## config.mk

```make
export PLATFORM = sky130hd
export DESIGN_NAME = uop_sequencer
export DESIGN_NICKNAME = d
export VERILOG_FILES = /design/src/rtl/bat_pkg.sv /design/src/rtl/flag_reg.sv /design/src/rtl/uop_sequencer.sv
export SDC_FILE = /design/constraint.sdc
export NUM_CORES = 1
export LEC_CHECK = 0
export ABC_AREA = 1
export CAP_MARGIN = 40
export CORE_MARGIN = 1.5
export CORE_UTILIZATION = 45
export CTS_BUF_LIST = sky130_fd_sc_hd__clkbuf_16
export CTS_CLUSTER_SIZE = 25
export DETAILED_ROUTE_END_ITERATION = 7
export GPL_TIMING_DRIVEN = 0
export PLACE_DENSITY = 0.83
export SLEW_MARGIN = 10
export SYNTH_ARGS = -nofsm -noshare
export SYNTH_HDL_FRONTEND = slang
export SYNTH_SLANG_ARGS = --single-unit
export TNS_END_PERCENT = 30
```

## constraint.sdc

```tcl
create_clock -name CLK -period 3.35 [get_ports CLK]
set_input_delay 0.335 -clock CLK [delete_from_list [all_inputs] [get_ports CLK]]
set_output_delay 0.335 -clock CLK [all_outputs]
set_load 0.02 [all_outputs]
```

## src/rtl/bat_pkg.sv

```systemverilog
// Shared definitions for the BatAmateur control path.
// Holds the uOP index constants used by uop_sequencer, controller_rom and the
// benches, and the sequencer state encoding.
package bat_pkg;

   localparam logic [2:0] UOP_FETCH      = 3'd0;
   localparam logic [2:0] UOP_DECODE     = 3'd1;
   localparam logic [2:0] UOP_FIRST_EXEC = 3'd2;
   localparam logic [2:0] UOP_IDLE       = 3'd7;

   typedef enum logic [1:0] {
      SEQ_IDLE   = 2'd0,
      SEQ_EXEC   = 2'd1,
      SEQ_RETIRE = 2'd2,
      SEQ_FAULT  = 2'd3
   } seq_state_t;

   // True for the uOPs where the ROM's completion/flag requests are honoured.
   function automatic logic is_exec_uop(input logic [2:0] uop,
                                        input logic [2:0] last_uop);
      return (uop >= UOP_FIRST_EXEC) && (uop <= last_uop);
   endfunction

endpackage

```

## src/rtl/flag_reg.sv

```systemverilog
// Two-bit ALU flag register: loads zero/carry when load is high, otherwise holds.
// Ports:
//   clk, rst            clock and asynchronous active-high clear
//   load                capture enable
//   zero_in, cout_in    live ALU flags
//   zero_flag, cout_flag  latched flags
module flag_reg (
   input  logic clk,
   input  logic rst,
   input  logic load,
   input  logic zero_in,
   input  logic cout_in,
   output logic zero_flag,
   output logic cout_flag
);

   always_ff @(posedge clk or posedge rst) begin
      if (rst) begin
         zero_flag <= 1'b0;
         cout_flag <= 1'b0;
      end else if (load) begin
         zero_flag <= zero_in;
         cout_flag <= cout_in;
      end
   end

endmodule

```

## src/rtl/uop_sequencer.sv

```systemverilog
// Micro-operation sequencer for the BatAmateur core.
// Owns the uOP counter that indexes controller_rom, runs the
// fetch/decode/execute/retire loop, latches ALU flags on the ROM's request and
// provides run / single-step / halt control plus a sticky watchdog fault.
// Ports:
//   CLK, RESET            clock, asynchronous active-high reset
//   RUN, STEP             front-panel continuous run level / single-step pulse
//   RESET_uOP, READ_FLAGS completion and flag-capture requests from the ROM
//   ALU_ZERO, ALU_COUT    live ALU flags
//   uOP                   current micro-op index to the ROM
//   ZERO_FLAG, COUT_FLAG  latched flags to the ROM
//   HALTED, INSTR_DONE, FAULT, INSTR_COUNT  status
//
// state  | meaning
// IDLE   | halted at uOP 7, waiting for RUN or STEP
// EXEC   | stepping uOPs 0..LAST_UOP of the current instruction
// RETIRE | one cycle at uOP 7 while the ROM drops its latched requests
// FAULT  | watchdog tripped, uOP 7, only RESET leaves
module uop_sequencer
   import bat_pkg::*;
#(
   parameter int COUNT_W  = 16,
   parameter int LAST_UOP = 6
) (
   input  logic               CLK,
   input  logic               RESET,
   input  logic               RUN,
   input  logic               STEP,
   input  logic               RESET_uOP,
   input  logic               READ_FLAGS,
   input  logic               ALU_ZERO,
   input  logic               ALU_COUT,
   output logic [2:0]         uOP,
   output logic               ZERO_FLAG,
   output logic               COUT_FLAG,
   output logic               HALTED,
   output logic               INSTR_DONE,
   output logic               FAULT,
   output logic [COUNT_W-1:0] INSTR_COUNT
);

   localparam logic [2:0] LAST = 3'(LAST_UOP);

   seq_state_t state, state_nxt;
   logic [2:0] uop_nxt;
   logic       cont, cont_nxt;
   logic       retire_now;
   logic       flag_load;

   always_ff @(posedge CLK or posedge RESET) begin
      if (RESET) begin
         state       <= SEQ_IDLE;
         uOP         <= UOP_IDLE;
         cont        <= 1'b0;
         INSTR_COUNT <= '0;
      end else begin
         state <= state_nxt;
         uOP   <= uop_nxt;
         cont  <= cont_nxt;
         // Counted on the completing edge so the value is already updated
         // during the RETIRE cycle that raises INSTR_DONE.
         if (retire_now)
            INSTR_COUNT <= INSTR_COUNT + COUNT_W'(1);
      end
   end

   always_comb begin
      state_nxt  = state;
      uop_nxt    = uOP;
      cont_nxt   = cont;
      retire_now = 1'b0;
      case (state)
         SEQ_IDLE: begin
            uop_nxt = UOP_IDLE;
            if (RUN) begin
               state_nxt = SEQ_EXEC;
               uop_nxt   = UOP_FETCH;
               cont_nxt  = 1'b1;
            end else if (STEP) begin
               state_nxt = SEQ_EXEC;
               uop_nxt   = UOP_FETCH;
               cont_nxt  = 1'b0;
            end
         end
         SEQ_EXEC: begin
            // Fetch and decode always advance: the ROM's latched requests may
            // still be stale from the previous instruction there.
            if (uOP < UOP_FIRST_EXEC) begin
               uop_nxt = uOP + 3'd1;
            end else if (RESET_uOP) begin
               state_nxt  = SEQ_RETIRE;
               uop_nxt    = UOP_IDLE;
               retire_now = 1'b1;
            end else if (uOP >= LAST) begin
               state_nxt = SEQ_FAULT;
               uop_nxt   = UOP_IDLE;
            end else begin
               uop_nxt = uOP + 3'd1;
            end
         end
         SEQ_RETIRE: begin
            if (cont && RUN) begin
               state_nxt = SEQ_EXEC;
               uop_nxt   = UOP_FETCH;
            end else begin
               state_nxt = SEQ_IDLE;
               uop_nxt   = UOP_IDLE;
            end
         end
         SEQ_FAULT: begin
            uop_nxt = UOP_IDLE;
         end
         default: begin
            state_nxt = SEQ_IDLE;
            uop_nxt   = UOP_IDLE;
         end
      endcase
   end

   assign flag_load = (state == SEQ_EXEC) && READ_FLAGS && is_exec_uop(uOP, LAST);

   flag_reg u_flag_reg (
      .clk       (CLK),
      .rst       (RESET),
      .load      (flag_load),
      .zero_in   (ALU_ZERO),
      .cout_in   (ALU_COUT),
      .zero_flag (ZERO_FLAG),
      .cout_flag (COUT_FLAG)
   );

   // Decoded straight from the state register, so still glitch-free and
   // independent of any input.
   assign HALTED     = (state == SEQ_IDLE) || (state == SEQ_FAULT);
   assign INSTR_DONE = (state == SEQ_RETIRE);
   assign FAULT      = (state == SEQ_FAULT);

endmodule

```

== Yosys cells after proc, flatten, opt, wreduce, memory -nomap -nowiden ==
Index checks and enable logic that the tools add are counted.
Operators by class
  $add $sub $neg: 2
  order comparisons: 4
  eq/ne operators: 6
  mux-type cells: 19
  reduce and logical (&&, ||, !) cells: 10
Operator list (number)
  $mux 3: 6
  $add 16x1->16 const B: 1
  $pmux 3 s4: 1
  $mux 2: 5
  $mux 1: 6
  $ne 3x3->1 const B: 2
  $pmux 2 s3: 1
  $eq 2x2->1 const B: 2
  $logic_and 1x1->1: 4
  $reduce_and 4->1: 1
  $add 3x1->3 const B: 1
  $ge 3x2->1 const B: 1
  $ge 3x3->1 const B: 1
  $le 3x3->1 const B: 1
  $lt 3x2->1 const B: 1
  $reduce_bool 3->1: 1
  $eq 2x1->1 const B: 1
  $logic_not 2->1: 1
  $ne 2x2->1 const B: 1
  $reduce_and 2->1: 1
  $reduce_bool 2->1: 1
  $logic_or 1x1->1: 1
Storage, ports and cells
  register bits: 24
  output and inout port bits: 24

== Longest topological paths before layout ==
Gate-level depths: netlist of run 1.
  word-level depth: 5
  gate-level depth with buffers: 9
  gate-level depth less buffers: 9

== By module ==
A second synthesis of run 1 with hierarchy kept.
Unflattened totals
  cells, all modules: 184
  area total of the unflattened synthesis: 1413.9 µm²
Modules (own cells, without submodules)
  uop_sequencer: times used 1, cells each 174, area an instance 1333.8 µm²
  flag_reg: times used 1, cells each 10, area an instance 80.1 µm²

== Least setup slack after synthesis of run 1 ==
OpenSTA, ideal clock, no wires.
  path kind: flip-flop to flip-flop
  start point: reg state[1]
  end point: reg INSTR_COUNT[7]
  data arrival time: 1270 ps
  setup slack: 1959 ps
  cell stages (with the launch flop): 7
  buffers on the path: 0
  clock period less this slack: 1391 ps
  cell sequence: dfrtp_1 inv_1 ha_1 nand3_4 nor2_4 nand2_1 xor2_1
On the way
  longest elaborated chain between the ends: 2
RTL lines
  start, declared: line uop_sequencer.sv:44  | seq_state_t state, state_nxt;
  start signal, assigned: line uop_sequencer.sv:57  | state <= state_nxt;
  $eq 2x1->1: line uop_sequencer.sv:72  | case (state)
  $mux 1: line uop_sequencer.sv:72
  end signal, assigned: line uop_sequencer.sv:63  | INSTR_COUNT <= INSTR_COUNT + COUNT_W'(1);
  end, declared: line uop_sequencer.sv:39  | output logic [COUNT_W-1:0] INSTR_COUNT
Every way passes these cells.
A chain may end at the register's enable or synchronous reset.

== Final worst setup path of run 1 ==
  start point: reg state[0]
  end point: out HALTED
On the way
  longest elaborated chain between the ends: 2
RTL lines
  $eq 2x2->1 / $logic_not 2->1 (equally long branches): line uop_sequencer.sv:134  | assign HALTED = (state == SEQ_IDLE) || (state == SEQ_FAULT);
  $logic_or 1x1->1 (*): line uop_sequencer.sv:134
  end, declared: line uop_sequencer.sv:36  | output logic HALTED,
Mark *: on every way between the ends. The rest lies on a longest branch, timed or not.

==> impl_metrics.xml, run 1 <==
<?xml version="1.0" encoding="UTF-8"?>
<metrics>
  <group name="run_status">
    <metric name="result_of_the_run" unit="">finished, final reports clean</metric>
  </group>
  <group name="yosys">
    <metric name="yosys.area_share.adder" unit="%">7.11</metric>
    <metric name="synth_seq_area_share" unit="%">42.9</metric>
    <metric name="syn_nets" unit="">198</metric>
    <metric name="postSynth.asyncResetShare" unit="%">100</metric>
    <metric name="synth_xor_xnor_area_share" unit="%">5.60</metric>
    <metric name="post-synth-top-count-cell" unit="">nand2_1</metric>
    <metric name="synth.mux.area_fraction" unit="%">0</metric>
    <metric name="postSynthRegisterBits" unit="">24</metric>
    <metric name="synthesis.yosys.warnings" unit="">0</metric>
    <metric name="synth_top_family_by_area" unit="">simple AND/OR/NAND/NOR gates</metric>
    <metric name="post_synth.cell_area_avg" unit="sq um">7.73</metric>
    <metric name="synth_top_area_share" unit="%">37.3</metric>
    <metric name="synth-compound-area-share" unit="%">3.56</metric>
    <metric name="syn-instance-count" unit="">182</metric>
    <metric name="synthSimpleGateAreaFrac" unit="%">33.2</metric>
    <metric name="post_synth_num_cell_types" unit="">23</metric>
    <metric name="synth-edff-count" unit="">0</metric>
    <metric name="post_synth_most_frequent_cells" unit="">nand2_1 (62), inv_1 (26), dfrtp_1 (21)</metric>
    <metric name="post_synth_main_area_contributors" unit="">dfrtp_1 (37%), nand2_1 (17%), ha_1 (7.1%)</metric>
    <metric name="post_synth_top_area_cell" unit="">dfrtp_1</metric>
    <metric name="yosys_most_used_dff" unit="">dfrtp_1</metric>
    <metric name="synthesis.area" unit="sq um">1410</metric>
  </group>
  <group name="routing">
    <metric name="detailroute.wirelength.met2" unit="mm">1.32</metric>
    <metric name="via_count_of_the_routed_design" unit="">1268</metric>
    <metric name="drt_pre_antenna_iters" unit="">4</metric>
    <metric name="antenna_violating_nets_post_route" unit="">0</metric>
    <metric name="met3_wirelength" unit="microns">127</metric>
    <metric name="finalWirelength" unit="mm">2.81</metric>
    <metric name="m1WireLength" unit="mm">1.30</metric>
    <metric name="wire_per_inst" unit="microns">11.2</metric>
    <metric name="topRoutingLayerUsed" unit="">met4</metric>
    <metric name="route.detailed.vias_per_inst" unit="">5.05</metric>
    <metric name="post-route-drc-count" unit="">0</metric>
    <metric name="dr.first_iter.drc_count" unit="">23</metric>
  </group>
  <group name="final_layout">
    <metric name="final_util" unit="%">61.7</metric>
    <metric name="num-fill-cells" unit="">261</metric>
    <metric name="register_area" unit="sq um">604</metric>
    <metric name="finish.instance_area" unit="sq um">1850</metric>
    <metric name="synthToLayoutAreaGrowth" unit="%">31.6</metric>
    <metric name="final_layout_size_suffix_gt1_share" unit="%">7.80</metric>
    <metric name="total_area_of_multi_input_combinational_cells" unit="sq um">697</metric>
    <metric name="n_antenna_cell" unit="">0</metric>
    <metric name="finish.cell_count_without_fillers" unit="">251</metric>
    <metric name="count_of_nets_after_finishing" unit="">235</metric>
  </group>
  <group name="sta">
    <metric name="timing.final.max_slew_violations" unit="">0</metric>
    <metric name="achievable-frequency" unit="MHz">477</metric>
    <metric name="maxSlewHeadroom" unit="%">74.2</metric>
    <metric name="timing.clock.skew" unit="ps">4.19</metric>
    <metric name="timing.final.hold_violations" unit="">0</metric>
    <metric name="totalNegativeSetupSlack" unit="ps">0</metric>
    <metric name="post-route-min-period" unit="ps">2100</metric>
    <metric name="layout_worst_path_cycle_share" unit="%">62.6</metric>
    <metric name="whs" unit="ps">354</metric>
    <metric name="transition_at_the_pin_with_the_smallest_max_transition_slack" unit="ps">387</metric>
    <metric name="setup-violations-final" unit="">0</metric>
    <metric name="fin_ws" unit="ps">1250</metric>
    <metric name="rsz0062_at_grt" unit="">no</metric>
  </group>
  <group name="floorplanning">
    <metric name="io-pin-count" unit="">32</metric>
    <metric name="fp-row-count" unit="">20</metric>
    <metric name="floorplan.initialDensity" unit="%">46.9</metric>
    <metric name="floorplan.die.height" unit="microns">58.9</metric>
    <metric name="die_w" unit="microns">58.9</metric>
    <metric name="floorplan.die_area" unit="sq um">3470</metric>
    <metric name="core_area" unit="sq um">3000</metric>
  </group>
  <group name="global_route">
    <metric name="grt_antenna_before_repair" unit="">0</metric>
    <metric name="first_global_vias" unit="">1115</metric>
    <metric name="grt_max_degree" unit="">17</metric>
    <metric name="global_route.usage.total" unit="%">18.3</metric>
    <metric name="globalRoute.totalOverflow" unit="">0</metric>
    <metric name="first_pass_grt_wire_length" unit="mm">4.77</metric>
  </group>
  <group name="placement">
    <metric name="dpl.hpwl" unit="mm">2.10</metric>
    <metric name="globalplace.congestion" unit="">0.872</metric>
    <metric name="dpl_worst_slack" unit="ps">1570</metric>
    <metric name="place.detailed.instances" unit="">247</metric>
    <metric name="number_of_buffers_added_on_ports" unit="">31</metric>
    <metric name="dpl_cell_area" unit="sq um">1770</metric>
  </group>
  <group name="clocking">
    <metric name="insertion_delay_to_the_later_sink_of_the_worst_skew_pair" unit="ps">260</metric>
    <metric name="root_buffer" unit="">clkbuf_16</metric>
    <metric name="clock_tree.buffer_depth" unit="">2</metric>
    <metric name="setup_fix_buffers_added_after_clock_tree_synthesis" unit="">0</metric>
    <metric name="cts_tree" unit="">done</metric>
    <metric name="post_cts_hold_buffer_count" unit="">0</metric>
    <metric name="cts_sinks" unit="">24</metric>
    <metric name="clock_pin_slew_worst_setup_and_hold_paths" unit="ps">60</metric>
    <metric name="count_of_h_tree_levels_built_during_cts" unit="">1</metric>
    <metric name="numCtsBuffers" unit="">3</metric>
    <metric name="cts_repair_resize_count" unit="">0</metric>
  </group>
  <group name="critical_path">
    <metric name="rr_startpoint" unit="">state[1]</metric>
    <metric name="ff2ff_setup_slack" unit="ps">1780</metric>
    <metric name="critical_path.startpoint_type" unit="">flip-flop</metric>
    <metric name="critical_path.reg2reg.endpoint" unit="">INSTR_COUNT[8]</metric>
    <metric name="critPathKind" unit="">flip-flop to output pin</metric>
    <metric name="worst_ep_arrival_time" unit="ps">1760</metric>
    <metric name="critical_path_peak_fanout" unit="">4</metric>
    <metric name="reg2reg_depth" unit="">7</metric>
    <metric name="crit_path_end_kind" unit="">output pin</metric>
    <metric name="timing.critical_path.required" unit="ps">3010</metric>
  </group>
  <group name="power">
    <metric name="maximum_resistive_drop_on_vdd" unit="uV">464</metric>
    <metric name="power_leakage" unit="nW">0.902</metric>
    <metric name="cellPowerDensity" unit="nW/um^2">731</metric>
    <metric name="post-layout-total-power" unit="mW">1.35</metric>
  </group>
  <group name="flow_run">
    <metric name="number_of_max_cap_violations" unit="">0</metric>
  </group>
  <group name="min_path">
    <metric name="holdCritPathClass" unit="">input port to asynchronous set/reset pin</metric>
  </group>
</metrics>
[registers in the layout, indices dropped and copies added, names as in the netlist]
| name | flops |
|---|---|
| u_flag_reg.zero_flag | 1 |
| uOP | 3 |
| state | 2 |
| u_flag_reg.cout_flag | 1 |
| INSTR_COUNT | 16 |
| cont | 1 |
[power by group]
group / total (mW) / internal, mW / switching, mW / leakage [nW]
sequential: 0.461 / 0.378 / 0.0825 / 0.294
combinational: 0.636 / 0.272 / 0.364 / 0.570
clock: 0.257 / 0.159 / 0.0977 / 0.0385
[cell type report]
| class | instances | share of cell area (%) |
|---|---|---|
| sequential | 24 | 32.6 |
| multi-input combinational | 130 | 37.6 |
| clock inverter | 1 | 0.203 |
| tap | 33 | 2.23 |
| timing repair buffer | 32 | 17.6 |
| clock buffer | 3 | 4.05 |
| inverter | 28 | 5.74 |
[critical path, stage by stage (launching register included)]
cell             delay (ps)
dfrtp_1                 440
inv_1                   120
ha_1                    310
inv_1                    50
clkdlybuf4s50_1         590
[metal layers]
metal	vias up	track usage (%)
met2	30	30.3
met1	594	23.1
li1	639	-
met5	-	0
met4	0	8.77
met3	5	2.86
[cell usage in the layout (no fill, tap or decap), drive strengths merged]
cell type / n
dfrtp: 21
nand2: 65
nor2: 16
inv: 27
xnor2: 2
nand4: 7
dfstp: 3
ha: 8
xor2: 7
o21ai: 6
a21oi: 1
clkbuf: 3
clkinv: 2
buf: 1
nand3: 15
a22o: 1
a31oi: 1
clkdlybuf4s50: 31
nor3: 1
[worst max-delay path by stage]
stage	startpoint	endpoint	cells after the start
after CTS	state[0]	HALTED	4
after floorplan	state[1]	INSTR_COUNT[7]	6
final	state[0]	HALTED	4
after detailed placement	state[0]	HALTED	4
after global placement	state[0]	HALTED	4
after global routing	state[0]	HALTED	4
[kinds of logic after synthesis]
logic type	after synthesis
DFF	24
xor gates and xnor gates	9
AOI/OAI and AO/OA	9
adders and majority gates	8
buffers and inverters	28
and+or+nand+nor	104
(Power assumes the default switching activity.)
==> inputs of run 2 (changes only) <==
--- a/config.mk
+++ b/config.mk
@@ -13,7 +13,7 @@
 export CTS_CLUSTER_SIZE = 25
 export DETAILED_ROUTE_END_ITERATION = 7
 export GPL_TIMING_DRIVEN = 0
-export PLACE_DENSITY = 0.83
+export PLACE_DENSITY = 0.86
 export SLEW_MARGIN = 10
 export SYNTH_ARGS = -nofsm -noshare
 export SYNTH_HDL_FRONTEND = slang
==> constraint.sdc (replaced) <==
create_clock -name CLK -period 1.9 [get_ports CLK]
set_input_delay 0.19 -clock CLK [delete_from_list [all_inputs] [get_ports CLK]]
set_output_delay 0.19 -clock CLK [all_outputs]
set_load 0.02 [all_outputs]
==> impl_metrics.xml, run 2 (same netlist as run 1, synthesis figures left out) <==
<?xml version="1.0" encoding="UTF-8"?>
<metrics>
  <group name="sta">
    <metric name="totalNegativeSetupSlack" unit="ps">0</metric>
    <metric name="post-route-min-period" unit="ps">1820</metric>
    <metric name="setup-violations-final" unit="">0</metric>
    <metric name="layout_worst_path_cycle_share" unit="%">95.8</metric>
    <metric name="timing.clock.skew" unit="ps">7.56</metric>
    <metric name="timing.final.hold_violations" unit="">0</metric>
    <metric name="whs" unit="ps">207</metric>
    <metric name="achievable-frequency" unit="MHz">549</metric>
    <metric name="transition_at_the_pin_with_the_smallest_max_transition_slack" unit="ps">396</metric>
    <metric name="rsz0062_at_grt" unit="">no</metric>
    <metric name="timing.final.max_slew_violations" unit="">0</metric>
    <metric name="fin_ws" unit="ps">80.0</metric>
    <metric name="maxSlewHeadroom" unit="%">73.6</metric>
  </group>
  <group name="routing">
    <metric name="antenna_violating_nets_post_route" unit="">0</metric>
    <metric name="via_count_of_the_routed_design" unit="">1252</metric>
    <metric name="dr.first_iter.drc_count" unit="">28</metric>
    <metric name="drt_pre_antenna_iters" unit="">4</metric>
    <metric name="finalWirelength" unit="mm">2.88</metric>
    <metric name="wire_per_inst" unit="microns">11.5</metric>
    <metric name="route.detailed.vias_per_inst" unit="">4.99</metric>
    <metric name="post-route-drc-count" unit="">0</metric>
  </group>
  <group name="placement">
    <metric name="dpl_cell_area" unit="sq um">1770</metric>
    <metric name="number_of_buffers_added_on_ports" unit="">31</metric>
    <metric name="dpl.hpwl" unit="mm">2.08</metric>
    <metric name="dpl_worst_slack" unit="ps">267</metric>
    <metric name="place.detailed.instances" unit="">247</metric>
    <metric name="globalplace.congestion" unit="">0.831</metric>
  </group>
  <group name="critical_path">
    <metric name="critPathKind" unit="">flip-flop to output pin</metric>
    <metric name="crit_chain" unit="">inv_1 &gt; ha_1 &gt; clkdlybuf4s50_1</metric>
    <metric name="timing.critical_path.slowest_cell_delay" unit="ps">620</metric>
    <metric name="critical_path.startpoint_type" unit="">flip-flop</metric>
    <metric name="ff2ff_setup_slack" unit="ps">320</metric>
    <metric name="path_delay_family" unit="">buffers and inverters</metric>
    <metric name="rr_startpoint" unit="">state[1]</metric>
    <metric name="timing.critical_path.required" unit="ps">1710</metric>
    <metric name="critical_path.reg2reg.endpoint" unit="">INSTR_COUNT[8]</metric>
    <metric name="cp.buffers_inverters" unit="">2</metric>
    <metric name="critical_path_peak_fanout" unit="">4</metric>
    <metric name="crit_path_end_kind" unit="">output pin</metric>
    <metric name="worst_ep_arrival_time" unit="ps">1630</metric>
    <metric name="reg2reg_depth" unit="">7</metric>
    <metric name="crit_path_top_delay_cell" unit="">clkdlybuf4s50_1</metric>
  </group>
  <group name="floorplanning">
    <metric name="floorplan.initialDensity" unit="%">46.9</metric>
    <metric name="fp-row-count" unit="">20</metric>
    <metric name="floorplan.die_area" unit="sq um">3470</metric>
    <metric name="io-pin-count" unit="">32</metric>
    <metric name="die_w" unit="microns">58.9</metric>
    <metric name="core_area" unit="sq um">3000</metric>
    <metric name="floorplan.die.height" unit="microns">58.9</metric>
  </group>
  <group name="final_layout">
    <metric name="count_of_nets_after_finishing" unit="">235</metric>
    <metric name="synthToLayoutAreaGrowth" unit="%">33.4</metric>
    <metric name="finish.cell_count_without_fillers" unit="">251</metric>
    <metric name="n_antenna_cell" unit="">0</metric>
    <metric name="final_util" unit="%">62.5</metric>
    <metric name="max_flop_register" unit="">INSTR_COUNT</metric>
    <metric name="layout_common_cells" unit="">nand2_1 (62), clkdlybuf4s50_1 (30), inv_1 (26)</metric>
    <metric name="biggestRegsByFlops" unit="">INSTR_COUNT (16), uOP (3), state (2)</metric>
    <metric name="largest_register_ffs" unit="">16</metric>
    <metric name="final_layout_size_suffix_gt1_share" unit="%">8.26</metric>
    <metric name="most_frequent_standard_cell_in_the_layout_excluding_fill_and_tap_cells" unit="">nand2_1</metric>
    <metric name="finish.instance_area" unit="sq um">1880</metric>
  </group>
  <group name="global_route">
    <metric name="grt_max_degree" unit="">17</metric>
    <metric name="first_pass_grt_wire_length" unit="mm">5.03</metric>
    <metric name="global_route.usage.total" unit="%">18.8</metric>
    <metric name="first_global_vias" unit="">1162</metric>
    <metric name="globalRoute.totalOverflow" unit="">0</metric>
    <metric name="grt_antenna_before_repair" unit="">0</metric>
  </group>
  <group name="power">
    <metric name="post-layout-total-power" unit="mW">2.50</metric>
    <metric name="maximum_resistive_drop_on_vdd" unit="uV">930</metric>
    <metric name="power_leakage" unit="nW">0.916</metric>
    <metric name="cellPowerDensity" unit="nW/um^2">1330</metric>
  </group>
  <group name="clocking">
    <metric name="cts_tree" unit="">done</metric>
    <metric name="clock_tree.buffer_depth" unit="">2</metric>
    <metric name="cts_sinks" unit="">24</metric>
    <metric name="numCtsBuffers" unit="">3</metric>
    <metric name="clock_pin_slew_worst_setup_and_hold_paths" unit="ps">60</metric>
    <metric name="post_cts_hold_buffer_count" unit="">0</metric>
    <metric name="count_of_h_tree_levels_built_during_cts" unit="">1</metric>
    <metric name="root_buffer" unit="">clkbuf_16</metric>
    <metric name="setup_fix_buffers_added_after_clock_tree_synthesis" unit="">0</metric>
    <metric name="insertion_delay_to_the_later_sink_of_the_worst_skew_pair" unit="ps">260</metric>
  </group>
  <group name="min_path">
    <metric name="holdCritPathClass" unit="">input port to asynchronous set/reset pin</metric>
  </group>
  <group name="run_status">
    <metric name="result_of_the_run" unit="">finished, final reports clean</metric>
  </group>
  <group name="flow_run">
    <metric name="number_of_max_cap_violations" unit="">0</metric>
  </group>
</metrics>
run 2: how the worst max path moves through the flow:
| stage | startpoint | endpoint | slack (ps) | depth (start not counted) |
|---|---|---|---|---|
| after floorplan | state[1] | INSTR_COUNT[7] | 510 | 6 |
| after global placement | state[0] | HALTED | 280 | 4 |
| after detailed placement | state[0] | HALTED | 270 | 4 |
| after CTS | state[0] | INSTR_DONE | 70 | 3 |
| after global routing | state[0] | INSTR_DONE | 30 | 3 |
| final | state[0] | INSTR_DONE | 80 | 3 |
run 2: metal layers:
metal / up-vias / wire, microns / track usage, %
met5: - / 0 / 0
met4: 0 / 37 / 5.84
met3: 4 / 100 / 2.86
met2: 25 / 1410 / 32.1
met1: 580 / 1330 / 24.5
li1: 643 / - / -
run 2: worst register-to-register path: stages (launching register included):
cell and delay, ps:
dfrtp_1 410, inv_1 120, ha_1 300, nand3_4 210
clkinv_2 160, nand2_2 90, o21ai_1 130, nand2_1 50
run 2: report_power, final:
group	internal [mW]	total, mW	switching [mW]
sequential	0.667	0.803	0.136
clock	0.419	0.601	0.182
combinational	0.466	1.10	0.635
run 2: final cells by class:
class                           count  area (sq um)
Fill cell                         261          1120
Multi-Input combinational cell    130           697
Sequential cell                    24           604
Timing Repair Buffer               32           324
Inverter                           28           106
Clock buffer                        3          75.1
Tap cell                           33          41.3
Clock inverter                      1          30.0
run 2: repair_timing:
action / CTS / global route
endpoints found under the hold margin: 0 / 0
gates resized for setup: 1 / 0
endpoints found under the setup margin: 1 / 0
==> inputs of run 3 (changes only) <==
--- a/config.mk
+++ b/config.mk
@@ -18,4 +18,3 @@
 export SYNTH_ARGS = -nofsm -noshare
 export SYNTH_HDL_FRONTEND = slang
 export SYNTH_SLANG_ARGS = --single-unit
-export TNS_END_PERCENT = 30
==> results of run 3 <==
Final layout, timing and power as in run 2 (identical DEF).
